File: config.mk
export PLATFORM = sky130hd
export DESIGN_NAME = inner_product_dispatcher
export DESIGN_NICKNAME = d
export VERILOG_FILES = /design/src/rtl/inner_product_dispatcher.sv
export SDC_FILE = /design/constraint.sdc
export NUM_CORES = 1
export LEC_CHECK = 0
export BUFFER_PORTS_ARGS = -buffer_cell sky130_fd_sc_hd__buf_2
export CORE_AREA = 2 2 371 373
export CTS_CLUSTER_DIAMETER = 80
export CTS_CLUSTER_SIZE = 28
export DETAILED_ROUTE_END_ITERATION = 10
export DIE_AREA = 0 0 373 375
export SYNTH_ARGS = -nofsm -noshare
export SYNTH_HDL_FRONTEND = slang
export SYNTH_SLANG_ARGS = --single-unit
File: constraint.sdc
create_clock -name clk -period 4.1 [get_ports clk]
set_input_delay 0.41 -clock clk [delete_from_list [all_inputs] [get_ports clk]]
set_output_delay 0.41 -clock clk [all_outputs]
set_load 0.1 [all_outputs]
File: src/rtl/inner_product_dispatcher.sv
// Initiator for the inner_product stb/ack protocol: walks every (row, column) pair of the
// snapshotted A and B through one responder and gathers the scalar results into C.
module inner_product_dispatcher #(
  parameter int ROWS    = 2,
  parameter int INNER   = 4,
  parameter int COLS    = 2,
  parameter int TIMEOUT = 1024
) (
  input  logic                       clk,
  input  logic                       rst,
  input  logic                       start,
  input  logic [32*ROWS*INNER-1:0]   matrix_a,
  input  logic [32*INNER*COLS-1:0]   matrix_b,
  output logic [32*INNER-1:0]        row_o,
  output logic [32*INNER-1:0]        column_o,
  output logic                       row_o_stb,
  output logic                       column_o_stb,
  input  logic                       row_i_ack,
  input  logic                       column_i_ack,
  input  logic [31:0]                res_i,
  input  logic                       res_i_stb,
  output logic                       res_o_ack,
  output logic [32*ROWS*COLS-1:0]    result,
  output logic                       busy,
  output logic                       done,
  output logic                       error
);

  localparam int IW = (ROWS > 1) ? $clog2(ROWS) : 1;
  localparam int JW = (COLS > 1) ? $clog2(COLS) : 1;
  localparam int TW = $clog2(TIMEOUT + 1);

  typedef enum logic [2:0] {IDLE, ISSUE, WAIT_RES, DRAIN, FINISH} state_t;

  state_t          state_reg, state_next;
  logic [IW-1:0]   i_reg;
  logic [JW-1:0]   j_reg;
  logic            row_ack_reg, col_ack_reg;
  logic [TW-1:0]   timer_reg;
  logic            error_reg;
  logic [31:0]     a_mem [ROWS][INNER];
  logic [31:0]     b_mem [INNER][COLS];
  logic [31:0]     c_mem [ROWS][COLS];

  logic accept, capture, advance, abort;
  logic both_acked, last_pair, timeout_hit;

  // An ack seen in an earlier cycle counts just like one arriving now.
  assign both_acked  = (row_ack_reg | row_i_ack) & (col_ack_reg | column_i_ack);
  assign last_pair   = (i_reg == IW'(ROWS - 1)) && (j_reg == JW'(COLS - 1));
  assign timeout_hit = (timer_reg == TW'(TIMEOUT - 1));
  assign error       = error_reg;

  always_comb begin
    state_next   = state_reg;
    row_o_stb    = 1'b0;
    column_o_stb = 1'b0;
    res_o_ack    = 1'b0;
    busy         = 1'b0;
    done         = 1'b0;
    accept       = 1'b0;
    capture      = 1'b0;
    advance      = 1'b0;
    abort        = 1'b0;
    case (state_reg)
      IDLE: begin
        if (start) begin
          accept     = 1'b1;
          state_next = ISSUE;
        end
      end
      ISSUE: begin
        row_o_stb    = 1'b1;
        column_o_stb = 1'b1;
        res_o_ack    = 1'b1;
        busy         = 1'b1;
        if (both_acked) begin
          state_next = WAIT_RES;
        end else if (timeout_hit) begin
          abort      = 1'b1;
          state_next = FINISH;
        end
      end
      WAIT_RES: begin
        res_o_ack = 1'b1;
        busy      = 1'b1;
        if (res_i_stb) begin
          capture    = 1'b1;
          state_next = DRAIN;
        end else if (timeout_hit) begin
          abort      = 1'b1;
          state_next = FINISH;
        end
      end
      DRAIN: begin
        busy = 1'b1;
        // Hold off until the responder releases its strobe so it is not captured twice.
        if (!res_i_stb) begin
          if (last_pair) begin
            state_next = FINISH;
          end else begin
            advance    = 1'b1;
            state_next = ISSUE;
          end
        end
      end
      FINISH: begin
        done       = 1'b1;
        state_next = IDLE;
      end
      default: state_next = IDLE;
    endcase
  end

  always_ff @(posedge clk or negedge rst) begin
    if (!rst) state_reg <= IDLE;
    else      state_reg <= state_next;
  end

  always_ff @(posedge clk or negedge rst) begin
    if (!rst) begin
      i_reg       <= '0;
      j_reg       <= '0;
      row_ack_reg <= 1'b0;
      col_ack_reg <= 1'b0;
      timer_reg   <= '0;
      error_reg   <= 1'b0;
      for (int r = 0; r < ROWS; r++)
        for (int k = 0; k < INNER; k++) a_mem[r][k] <= '0;
      for (int k = 0; k < INNER; k++)
        for (int c = 0; c < COLS; c++) b_mem[k][c] <= '0;
      for (int r = 0; r < ROWS; r++)
        for (int c = 0; c < COLS; c++) c_mem[r][c] <= '0;
    end else begin
      if (accept) begin
        for (int r = 0; r < ROWS; r++)
          for (int k = 0; k < INNER; k++) a_mem[r][k] <= matrix_a[32*(r*INNER+k) +: 32];
        for (int k = 0; k < INNER; k++)
          for (int c = 0; c < COLS; c++) b_mem[k][c] <= matrix_b[32*(k*COLS+c) +: 32];
        for (int r = 0; r < ROWS; r++)
          for (int c = 0; c < COLS; c++) c_mem[r][c] <= '0;
        i_reg     <= '0;
        j_reg     <= '0;
        error_reg <= 1'b0;
      end
      if (abort) error_reg <= 1'b1;

      if (capture) c_mem[i_reg][j_reg] <= res_i;

      if (advance) begin
        if (j_reg == JW'(COLS - 1)) begin
          j_reg <= '0;
          i_reg <= i_reg + IW'(1);
        end else begin
          j_reg <= j_reg + JW'(1);
        end
      end

      if (state_reg == ISSUE && state_next == ISSUE) begin
        row_ack_reg <= row_ack_reg | row_i_ack;
        col_ack_reg <= col_ack_reg | column_i_ack;
      end else begin
        row_ack_reg <= 1'b0;
        col_ack_reg <= 1'b0;
      end

      // Watchdog restarts whenever a new state is entered.
      if (state_next != state_reg)
        timer_reg <= '0;
      else if (state_reg == ISSUE || state_reg == WAIT_RES)
        timer_reg <= timer_reg + TW'(1);
    end
  end

  for (genvar gi = 0; gi < INNER; gi++) begin : g_lane
    assign row_o[32*gi +: 32]    = a_mem[i_reg][gi];
    assign column_o[32*gi +: 32] = b_mem[gi][j_reg];
  end

  for (genvar gi = 0; gi < ROWS; gi++) begin : g_res_row
    for (genvar gj = 0; gj < COLS; gj++) begin : g_res_col
      assign result[32*(gi*COLS+gj) +: 32] = c_mem[gi][gj];
    end
  end

endmodule

==> results.cfg <==
[logic_synthesis]
synth_area_leader_cell = dfrtp_1
yosysWarnings = 0
synth.distinct_cells = 45
synth-edff-count = 0
async_reset_ff_frac = 1.00
synth.area.top_cells = dfrtp_1 (58%), nand2_1 (24%), mux2_2 (10%), buf_2 (1.7%), nand3_1 (1.2%)
yosysSeqAreaShare = 0.585
ys_seq_elements = 659
synthCells = 3118
yosysTopAreaCellShare = 0.585
synth.avg_cell_area_um2 = 9.04
syn-num-nets = 3669
synth_common_cells = nand2_1 (1803), dfrtp_1 (659), mux2_2 (256), buf_2 (94), clkbuf_1 (81)
synth-main-ff-cell = dfrtp_1
syn-cell-area_um2 = 28200
synth.most_common_cell = nand2_1

[drt]
vias_per_cell = 4.25
highest_layer = met5
wl_met2_mm = 54.4
via_count = 26900
initialDrtViolationCount = 1814
met1_length_mm = 52.4
drtAntennaViolNets = 0
first_pass_iters = 7
drc = 0
wl_met3_mm = 9.39
routed_wl_mm = 121
post_drt_wl_per_cell_um = 19.1

[setup_path]
crit_path_start_kind = flop
path_max_fanout = 32
worstPathArrival_ns = 2.65
cp.required_ns = 3.69
crit_path_end_kind = output pin
critical_path_class = flop to output pin

[sta]
min_period_ns = 3.06
slew_viol_final = 0
tightest_slew_ns = 1.20
min_period_over_period = 0.745
fmax_mhz = 327
setup_viol_count_final = 0
tns_ns = 0
whs_ns = 0.0490
slew_headroom = 0.199
finClkSkew_ns = 0.0250
grt_setup_unrepaired = no
setup_slack_ns = 1.04
hold_viol_final = 0

[grt]
grt_pass1_vias = 27800
antenna_found_initial = 33
grt_pass1_wl_mm = 180
overflow = 0
grtUsageTotal = 0.169
grt_max_degree = 129

[final_layout]
multi_input_area_um2 = 10900
drive_gt1_frac = 0.298
area_delta_synth_final_pct = 48.5
final_nets = 5051
fillers = 14100
final_util = 0.307
ff_latch_area_um2 = 16500

[cts]
cts_buffers = 43
cts_tree = built
htreeDepth = 2
clkTransAtPathRegs_ns = 0.10
clock_latency_ns = 0.62
cts_hold_buf = 523
cts_num_sinks = 659
post_cts_buffers = 0
cts_buffer_depth = 3
root_buffer = clkbuf_16
cts_resized = 0

[floorplan]
initial_core_util = 0.207
fp-row-count = 136
die_height_um = 375
die_area_um2 = 140000
ioPinCount = 940
fp.coreArea_um2 = 136000
die_w_um = 373

[place]
dp_slack_ns = 1.52
gp_congestion = 0.956
hpwl_mm = 89.5
port_buffers = 939

[flow_run]
drv_cap = 0

[min_path]
min_path_type = input port to flop

[status]
outcome = complete, no violations
through the flow:
stage | cell area [µm²] | instances
after global routing | 41900 | 6336
after detailed placement | 35000 | 5726
after floorplan | 28200 | 3118
after global placement | 35000 | 5726
after CTS | 41800 | 6327
final | 41900 | 6340
layer usage:
metal	vias to the layer above	track usage
li1	12500	-
met1	13100	0.223
met2	1105	0.266
met3	239	0.0418
met4	24	0.0653
met5	-	0
kinds of logic (layout without fill, tap and decap cells):
logic type,Yosys count,in the layout,share of synthesized area
adder cells (fa/ha/maj),1,1,0.000444
XOR/XNOR,13,13,0.00404
multiplexers,256,256,0.102
AO/OA/AOI/OAI,79,79,0.0153
buffers and inverters,189,1604,0.0301
AND/OR/NAND/NOR,1921,1921,0.263
flip-flops,659,659,0.585
other,0,13,0
placed cells by master, fill, tap and decap left out, drive strengths merged, types with 13 or more instances in the layout:
| cell type | Yosys | layout |
|---|---|---|
| nand2 | 1803 | 1803 |
| buf | 107 | 1003 |
| dfrtp | 659 | 659 |
| dlygate4sd3 | 0 | 523 |
| mux2 | 256 | 256 |
| nand3 | 68 | 68 |
| o21ai | 67 | 67 |
| clkbuf | 82 | 48 |
| nor2 | 24 | 24 |
| inv | 0 | 14 |
| diode | 0 | 13 |
cell type report:
class / instances / share of cell area
multi-input combinational: 2270 / 0.260
clock inverter: 30 / 0.0118
tap: 1794 / 0.0536
antenna: 13 / 0.000777
sequential: 659 / 0.394
timing repair buffer: 1526 / 0.253
clock buffer: 48 / 0.0271
critical path: stages (launching register included):
cell and delay [ns]:
dfrtp_4 0.81, buf_4 0.36, mux2_2 0.34, buf_2 0.48
final timing paths:
check	from	slack [ns]	cells past startpoint	endpoint
max	i_reg	1.04	3	row_o[26]
min in group asynchronous	rst	0.44	2	result[16]
max in group asynchronous	rst	2.35	3	b_mem[216]
min reg2reg	b_mem[112]	0.48	2	b_mem[112]
max reg2reg	state_reg[2]	1.53	5	result[83]
min	matrix_b[33]	0.05	3	b_mem[193]
Power is left out: the tool's default activity adds up to more than one toggle a clock period on the data nets, which glitch-free logic cannot reach.
